==> config.mk <==
export PLATFORM = sky130hd
export DESIGN_NAME = memory_unit
export DESIGN_NICKNAME = d
export VERILOG_FILES = /design/src/rtl/memory_unit_pkg.sv /design/src/rtl/memory_unit.sv
export SDC_FILE = /design/constraint.sdc
export NUM_CORES = 1
export LEC_CHECK = 0
export ABC_CLOCK_PERIOD_IN_PS = 8700
export BUFFER_PORTS_ARGS = -buffer_cell sky130_fd_sc_hd__buf_2
export CAP_MARGIN = 10
export CORE_ASPECT_RATIO = 1.75
export CORE_MARGIN = 2
export CORE_UTILIZATION = 55
export CTS_BUF_LIST = sky130_fd_sc_hd__clkbuf_2 sky130_fd_sc_hd__clkbuf_4 sky130_fd_sc_hd__clkbuf_8
export CTS_CLUSTER_DIAMETER = 30
export DETAILED_ROUTE_END_ITERATION = 10
export PLACE_DENSITY = 0.95
export SYNTH_ARGS = -nofsm -noshare
export SYNTH_HDL_FRONTEND = slang
export SYNTH_SLANG_ARGS = --single-unit
==> constraint.sdc <==
create_clock -name clock -period 8.7 [get_ports clock]
set_input_delay 0.435 -clock clock [delete_from_list [all_inputs] [get_ports clock]]
set_output_delay 0.435 -clock clock [all_outputs]
set_load 0.01 [all_outputs]
==> src/rtl/memory_unit_pkg.sv <==
// Shared types and sizing helpers for memory_unit, the core-side bus
// serialiser that puts data accesses and instruction fetches on one bus.
package memory_unit_pkg;

  typedef enum logic [1:0] {
    ST_IDLE     = 2'd0,
    ST_DATA_REQ = 2'd1,
    ST_INST_REQ = 2'd2,
    ST_DONE     = 2'd3
  } mem_unit_state_t;

  localparam int TIMEOUT_CYCLES_DEF = 255;

  // The counter must be able to hold TIMEOUT_CYCLES itself.
  function automatic int tmo_cnt_w(input int cycles);
    return $clog2(cycles + 1);
  endfunction

  localparam int TMO_CNT_W_DEF = tmo_cnt_w(TIMEOUT_CYCLES_DEF);

endpackage

==> src/rtl/memory_unit.sv <==
// Serialises one optional data access and one instruction fetch per pipeline
// step onto a classic bus. Optional ack timeout: define MEMORY_UNIT_TIMEOUT_EN.
module memory_unit
  import memory_unit_pkg::*;
#(
  parameter int DATA_SIZE      = 32,
  parameter int TIMEOUT_CYCLES = TIMEOUT_CYCLES_DEF
) (
  input  logic                   clock,
  input  logic                   reset,
  input  logic [DATA_SIZE-1:0]   inst_mem_addr,
  input  logic                   rd_en,
  input  logic                   wr_en,
  input  logic [DATA_SIZE-1:0]   data_mem_addr,
  input  logic [DATA_SIZE-1:0]   wr_data,
  input  logic [DATA_SIZE/8-1:0] byte_en,
  output logic [31:0]            inst,
  output logic [DATA_SIZE-1:0]   rd_data,
  output logic                   mem_busy,
  output logic                   bus_cyc,
  output logic                   bus_stb,
  output logic                   bus_we,
  output logic [DATA_SIZE-1:0]   bus_addr,
  output logic [DATA_SIZE/8-1:0] bus_sel,
  output logic [DATA_SIZE-1:0]   bus_dat_o,
  input  logic [DATA_SIZE-1:0]   bus_dat_i,
  input  logic                   bus_ack,
  output logic                   bus_error
);

  localparam int SEL_W = DATA_SIZE / 8;

  if ((DATA_SIZE != 32 && DATA_SIZE != 64) || TIMEOUT_CYCLES < 1) begin : g_cfg_check
    $error("memory_unit: unsupported DATA_SIZE or TIMEOUT_CYCLES");
  end

  mem_unit_state_t r_state, w_state_next;

  logic [DATA_SIZE-1:0] r_pc, r_daddr, r_wdata, r_rd_data;
  logic [SEL_W-1:0]     r_sel;
  logic                 r_we;
  logic [31:0]          r_inst;

  logic w_in_data, w_in_inst, w_access, w_abort, w_step;

  assign w_in_data = (r_state == ST_DATA_REQ);
  assign w_in_inst = (r_state == ST_INST_REQ);
  assign w_access  = w_in_data | w_in_inst;

`ifdef MEMORY_UNIT_TIMEOUT_EN
  localparam int CNT_W = tmo_cnt_w(TIMEOUT_CYCLES);
  logic [CNT_W-1:0] r_tmo_cnt;

  // Abort wins over a same-cycle ack: the strobe is already dropped then.
  assign w_abort = w_access && (r_tmo_cnt == CNT_W'(TIMEOUT_CYCLES));

  always_ff @(posedge clock or posedge reset) begin
    if (reset)                       r_tmo_cnt <= '0;
    else if (w_state_next != r_state) r_tmo_cnt <= '0;
    else if (w_access)               r_tmo_cnt <= r_tmo_cnt + 1'b1;
  end
`else
  assign w_abort = 1'b0;
`endif

  assign w_step = w_access && (w_abort || bus_ack);

  always_ff @(posedge clock or posedge reset) begin
    if (reset) r_state <= ST_IDLE;
    else       r_state <= w_state_next;
  end

  // The data access goes first: the MEM-stage instruction is older than IF.
  always_comb begin
    w_state_next = r_state;
    case (r_state)
      ST_IDLE:     w_state_next = (rd_en | wr_en) ? ST_DATA_REQ : ST_INST_REQ;
      ST_DATA_REQ: if (w_step) w_state_next = ST_INST_REQ;
      ST_INST_REQ: if (w_step) w_state_next = ST_DONE;
      ST_DONE:     w_state_next = ST_IDLE;
      default:     w_state_next = ST_IDLE;
    endcase
  end

  always_ff @(posedge clock or posedge reset) begin
    if (reset) begin
      r_pc      <= '0;
      r_daddr   <= '0;
      r_wdata   <= '0;
      r_sel     <= '0;
      r_we      <= 1'b0;
      r_rd_data <= '0;
      r_inst    <= '0;
    end else begin
      if (r_state == ST_IDLE) begin
        r_pc    <= inst_mem_addr;
        r_daddr <= data_mem_addr;
        r_wdata <= wr_data;
        r_sel   <= byte_en;
        r_we    <= wr_en;
      end
      // Simultaneous rd_en/wr_en is a write, so read data stays untouched.
      if (w_in_data && w_step && !r_we)
        r_rd_data <= w_abort ? '0 : bus_dat_i;
      if (w_in_inst && w_step)
        r_inst <= w_abort ? '0 : bus_dat_i[31:0];
    end
  end

  assign bus_cyc   = w_access & ~w_abort;
  assign bus_stb   = w_access & ~w_abort;
  assign bus_we    = w_in_data & r_we;
  assign bus_addr  = w_in_data ? r_daddr : (w_in_inst ? r_pc : '0);
  assign bus_sel   = w_in_data ? r_sel : (w_in_inst ? {SEL_W{1'b1}} : '0);
  assign bus_dat_o = w_in_data ? r_wdata : '0;
  assign bus_error = w_abort;

  assign mem_busy = (r_state != ST_DONE);
  assign inst     = r_inst;
  assign rd_data  = r_rd_data;

endmodule
==> out/metrics.yaml, run 1 <==
cells_and_area:
  mostFrequentLayoutCells: "buf_2, dfrtp_1, mux2_2"
  layout_commonest_cell: "buf_2"
  nets: 878
  layout-drive-gt1-share_pct: 59.8
  area_growth_pct: 25.3
  fillCellCount: 807
  final_cells: 920
floorplanning:
  rows: 54
  core_region_area_um2: 12500
  die_area_um2: 13800
  die_w_um: 89.8
  start_util_pct: 56.7
  dieHeight_um: 154
  ios: 274
clocking:
  cts_tree: "built"
  cts.path.max_buffers: 2
  clk_pin_slew_ns: 0.10
  clock_latency_ns: 0.44
  hold_buffers: 0
  cts_resized: 0
  root_buffer: "clkbuf_8"
  cts-htree-levels: 4
  postCtsSetupRepairBufs: 0
  numClockSinks: 167
  numCtsBuffers: 17
place:
  dpl.hpwl_mm: 13.1
  dp_cells: 885
  portBuffers: 272
  gp_congestion: 0.883
routing:
  wl_per_cell_um: 19.2
  vias: 4848
  drt_iter0_markers: 237
  dr.pass1.iters: 4
  routed_wl_mm: 17.6
  drc: 0
  ant_nets: 0
  routed_via_density: 5.27
sta:
  finalCritPeriodShare_pct: 38.6
  fmax_mhz: 298
  relSlewSlack_pct: 19.2
  hold_violations: 0
  rsz0062_at_grt: "false"
  tightest_slew_ns: 1.20
  drv_slew: 0
  fin_skew_ns: 0.0128
  setup-tns-final_ns: 0
  min_period_ns: 3.36
  setup_violations: 0
min_path:
  worstHoldPathType: "input port to asynchronous set/reset pin"
power_and_ir_drop:
  power.leakage_nw: 4.50
  pwr_density_cell_nw_per_um2: 400
  vdd_drop_max_mv: 0.206
global_route:
  antenna_found_initial: 4
  grt_usage_pct: 26.0
  gr-max-usage-layer: "met2"
  met2_usage_pct: 47.5
  grt_use_met1_pct: 27.5
  overflow: 0
  met3_usage_pct: 6.91
  grt_pass1_vias: 5329
  grt_max_degree: 102
  grt_first_pass_wirelength_mm: 28.0
critical_path:
  required_ns: 8.27
  crit_path_end_kind: "output pin"
  worst-setup-path-type: "flip-flop to output pin"
  reg2regPathDepth: 4
  cp.arrival_ns: 2.92
  r2r_slack_ns: 5.46
  cp_max_fo: 26
  start_kind: "flip-flop"
logic_synthesis:
  synth_top_area_share_pct: 59.0
  synth_area_leaders: "dfrtp_1, mux2_2, mux2_4"
  syn_area_per_cell_um2: 14.9
  ys_seq_elements: 167
  synth_nets: 617
  synth_cell_types: 23
  synthCells: 475
  ys_seq_area_share_pct: 59.0
  ys_warn_count: 0
  netlist_area_um2: 7080
  synth_area_leader_cell: "dfrtp_1"
run:
  drv_cap: 0
status:
  outcome: "completed"
==> synth_stat cells (all sizes together) <==
master / count
nand2: 21
dfrtp: 167
ha: 5
nor2: 2
nand3: 1
nor2b: 2
a21o: 4
and2: 33
buf: 26
a21oi: 2
conb: 1
inv: 4
clkbuf: 6
mux2: 166
o21ai: 10
a22o: 22
nand3b: 1
mux2i: 2
==> kinds of logic after synthesis <==
group	share of synthesized area [%]
buffers and inverters	3.18
multiplexers	28.3
adder cells (fa/ha/maj)	0.883
other	0.0530
AO/OA/AOI/OAI	3.99
AND/OR/NAND/NOR	4.61
flip-flops	59.0
==> cell type report <==
cell class              instances  area [um2]  share of cell area, %
flip-flops and latches        167        4180                   47.1
multi-input cells             272        2700                   30.4
repair buffers                274        1380                   15.5
clock buffers                  18         248                   2.79
well taps                     168         210                   2.37
clock inverters                14         138                   1.55
inverters                       4        20.0                  0.226
diodes                          3        7.51                 0.0846
==> worst max-delay path: stages (launching register included) <==
cell     delay (ns)
dfrtp_1        0.44
inv_1          0.14
ha_1           0.47
nor2b_2        1.02
a22o_1         0.27
buf_2          0.14
==> flip-flops by register name, summed over array words and instances, names as in the netlist <==
signal   count
r_we         1
r_pc        32
inst        32
r_wdata     32
r_daddr     32
r_state      2
rd_data     32
r_sel        4
==> layer usage <==
layer  vias to the layer above  part of all wire, %
met1                      2376                   35
met2                       243                   55
met5                         -                0.074
met3                        50                  6.5
met4                         2                  4.2
li1                       2177                    -
==> worst paths after layout <==
kind / from / endpoint
hold reg to reg: inst[8] / inst[8]
max in group asynchronous: reset / rd_data[18]
setup / recovery: r_state[0] / bus_addr[10]
setup reg to reg: r_state[1] / rd_data[10]
hold / removal: reset / rd_data[27]
min in group clock: data_mem_addr[19] / r_daddr[19]
==> power breakdown <==
part	total (mW)	internal (mW)	switching [mW]	leakage, nW
clock network	0.527	0.219	0.308	0.188
logic	1.61	0.854	0.759	2.33
registers	1.41	1.18	0.227	1.97
==> metrics by stage <==
stage | power [mW] | cell area, um2 | setup WS [ns] | hold WS (ns) | util [%]
2_1_floorplan | 2.47 | 7080 | 3.75 | 0.472 | -
3_3_place_gp | 2.92 | 8480 | 5.69 | 0.472 | 67.8
3_5_place_dp | 3.04 | 8480 | 5.47 | 0.476 | 67.8
4_1_cts | 3.57 | 8870 | 5.27 | 0.196 | 70.9
5_1_grt | 3.76 | 8870 | 5.14 | 0.197 | 71.0
6_report | 3.55 | 8870 | 5.34 | 0.180 | 71.0
Note: power is estimated with default switching activity, not from simulation.
==> run 2, diff against run 1 <==
--- a/config.mk
+++ b/config.mk
@@ -5,16 +5,16 @@
 export SDC_FILE = /design/constraint.sdc
 export NUM_CORES = 1
 export LEC_CHECK = 0
-export ABC_CLOCK_PERIOD_IN_PS = 8700
+export ABC_CLOCK_PERIOD_IN_PS = 3500
 export BUFFER_PORTS_ARGS = -buffer_cell sky130_fd_sc_hd__buf_2
 export CAP_MARGIN = 10
 export CORE_ASPECT_RATIO = 1.75
 export CORE_MARGIN = 2
-export CORE_UTILIZATION = 55
+export CORE_UTILIZATION = 51
 export CTS_BUF_LIST = sky130_fd_sc_hd__clkbuf_2 sky130_fd_sc_hd__clkbuf_4 sky130_fd_sc_hd__clkbuf_8
 export CTS_CLUSTER_DIAMETER = 30
 export DETAILED_ROUTE_END_ITERATION = 10
-export PLACE_DENSITY = 0.95
+export PLACE_DENSITY = 0.91
 export SYNTH_ARGS = -nofsm -noshare
 export SYNTH_HDL_FRONTEND = slang
 export SYNTH_SLANG_ARGS = --single-unit
==> constraint.sdc (replaced) <==
create_clock -name clock -period 3.5 [get_ports clock]
set_input_delay 0.175 -clock clock [delete_from_list [all_inputs] [get_ports clock]]
set_output_delay 0.175 -clock clock [all_outputs]
set_load 0.01 [all_outputs]
==> run 2 against run 1 <==
Flip-flop and latch count is the same. Clock skew up 0.013 ns. Largest cell class unchanged. Largest power group unchanged. Highest routed layer is now met4. Clock power increased by 150%.
==> out/metrics.yaml, run 2 (synthesis results as in run 1) <==
routing:
  drc: 0  # unchanged
  routed_via_density: 5.18  # -1.8%
  wl_met3_mm: 1.23  # +7.7%
  vias: 5529  # +14%
  ant_nets: 0  # unchanged
  met2_length_mm: 11.3  # +18%
  routed_wl_mm: 20.9  # +18%
  wl_met1_mm: 7.38  # +21%
  dr.pass1.iters: 5  # +1
  drt_iter0_markers: 193  # -19%
  wl_per_cell_um: 19.6  # +2.1%
  highest_layer: "met4"
floorplanning:
  rows: 57  # +5.6%
  core_region_area_um2: 13700  # +9.5%
  ios: 274  # unchanged
  die_area_um2: 14900  # +7.6%
  start_util_pct: 51.7  # -4.9 points
  die_w_um: 93.1  # +3.7%
  dieHeight_um: 160  # +3.7%
power_and_ir_drop:
  vdd_drop_max_mv: 0.546  # +170%
  power.leakage_nw: 5.07  # +13%
  pwr_density_cell_nw_per_um2: 887  # +120%
cells_and_area:
  layout-drive-gt1-share_pct: 51.0  # -8.8 points
  area_growth_pct: 44.9
  layout_commonest_cell: "buf_2"
  final_cells: 1068  # +16%
  nets: 1017  # +16%
  mostFrequentLayoutCells: "buf_2, dfrtp_1, dlygate4sd3_1"
clocking:
  numClockSinks: 167  # unchanged
  cts_tree: "built"
  clock_latency_ns: 0.45  # about the same
  root_buffer: "clkbuf_8"
  postCtsSetupRepairBufs: 0  # unchanged
  numCtsBuffers: 17  # unchanged
  cts-htree-levels: 4  # unchanged
  clk_pin_slew_ns: 0.09  # about the same
  cts.path.max_buffers: 2  # unchanged
sta:
  tightest_slew_ns: 0.915  # -0.290 ns
  fmax_mhz: 376
  drv_slew: 0  # unchanged
  finalCritPeriodShare_pct: 76.1
  min_period_ns: 2.66
  hold_violations: 0  # unchanged
  fin_skew_ns: 0.0255  # +0.0127 ns
  setup-tns-final_ns: 0  # unchanged
  relSlewSlack_pct: 38.9  # +20 points
  rsz0062_at_grt: "false"
  setup_violations: 0  # unchanged
global_route:
  grt_pass1_vias: 6258  # +17%
  overflow: 0  # unchanged
  grt_max_degree: 106  # +3.9%
  antenna_found_initial: 3  # -1
  grt_first_pass_wirelength_mm: 32.7  # +17%
  grt_usage_pct: 28.6  # +2.7 points
place:
  gp_congestion: 0.816  # -7.6%
  portBuffers: 272  # unchanged
  dpl.hpwl_mm: 11.8  # -9.7%
  dp_cells: 899  # +1.6%
critical_path:
  critPathMaxStageDelay_ns: 0.83  # -0.19 ns
  cp.arrival_ns: 2.97  # +0.05 ns
  worst-setup-path-type: "flip-flop to flip-flop"
  required_ns: 3.81  # -4.46 ns
  crit_path_end_kind: "flip-flop"
  start_kind: "flip-flop"
  cpMaxStageDelayCell: "nand3_2"
  crit_path_cell_trace: "inv_1, ha_1, nand3_2, mux2_1"
  r2r_slack_ns: 0.84  # -4.62 ns
  cp_max_fo: 32  # +23%
run:
  drv_cap: 0  # unchanged
status:
  outcome: "completed"
min_path:
  worstHoldPathType: "input port to flip-flop"
-- run 2: stage by stage --
stage / utilization [%] / setup WS (ns) / power [mW] / hold slack (ns) / instance area, um2
finish: 74.9 / 0.838 / 9.11 / 0.186 / 10300
floorplan: - / 1.20 / 6.15 / 0.307 / 7090
detailed placement: 62.5 / 0.902 / 7.54 / 0.392 / 8550
global placement: 62.5 / 1.01 / 7.33 / 0.379 / 8550
CTS: 74.9 / 0.887 / 8.96 / 0.174 / 10300
global route: 74.9 / 0.642 / 9.59 / 0.215 / 10300
-- run 2: final timing paths --
check | cells past startpoint | end | from
worst min register to register | 1 | inst[31] | inst[31]
worst max register to register | 4 | inst[2] | r_state[0]
min in group asynchronous | 4 | rd_data[14] | reset
worst min-delay path | 4 | r_state[1] | rd_en
max in group asynchronous | 4 | r_pc[26] | reset
worst max-delay path | 4 | inst[2] | r_state[0]
-- run 2: timing repair --
action,CTS,global route
hold buffers,134,0
endpoints found under the hold margin,269,0
gates resized for setup,0,0
-- run 2: cell type report --
type                            instances  area [um2]
Timing Repair Buffer                  413        2780
Clock inverter                         13         111
Inverter                                4        18.8
Clock buffer                           19         249
Tap cell                              177         221
Multi-Input combinational cell        272        2700
Sequential cell                       167        4180
Antenna cell                            3        7.51
Fill cell                             829        3430
-- run 2: layer usage --
| metal | vias up | global-route usage (%) |
|---|---|---|
| met5 | - | 0 |
| met4 | 0 | 14.2 |
| met3 | 70 | 6.60 |
| met2 | 269 | 50.9 |
| met1 | 2740 | 31.5 |
| li1 | 2450 | - |
-- run 2: where the power goes --
group	internal (mW)	switching (mW)
Sequential	2.93	0.598
Clock	0.526	0.774
Combinational	2.25	2.03
-- run 2: critical path: cells and delay by family, from the launching register on --
kind | cells | cell delay, ns
adder cells (fa/ha/maj) | 1 | 0.49
buffers and inverters | 1 | 0.14
flip-flops | 1 | 0.43
multiplexers | 1 | 0.64
AND/OR/NAND/NOR | 1 | 0.83
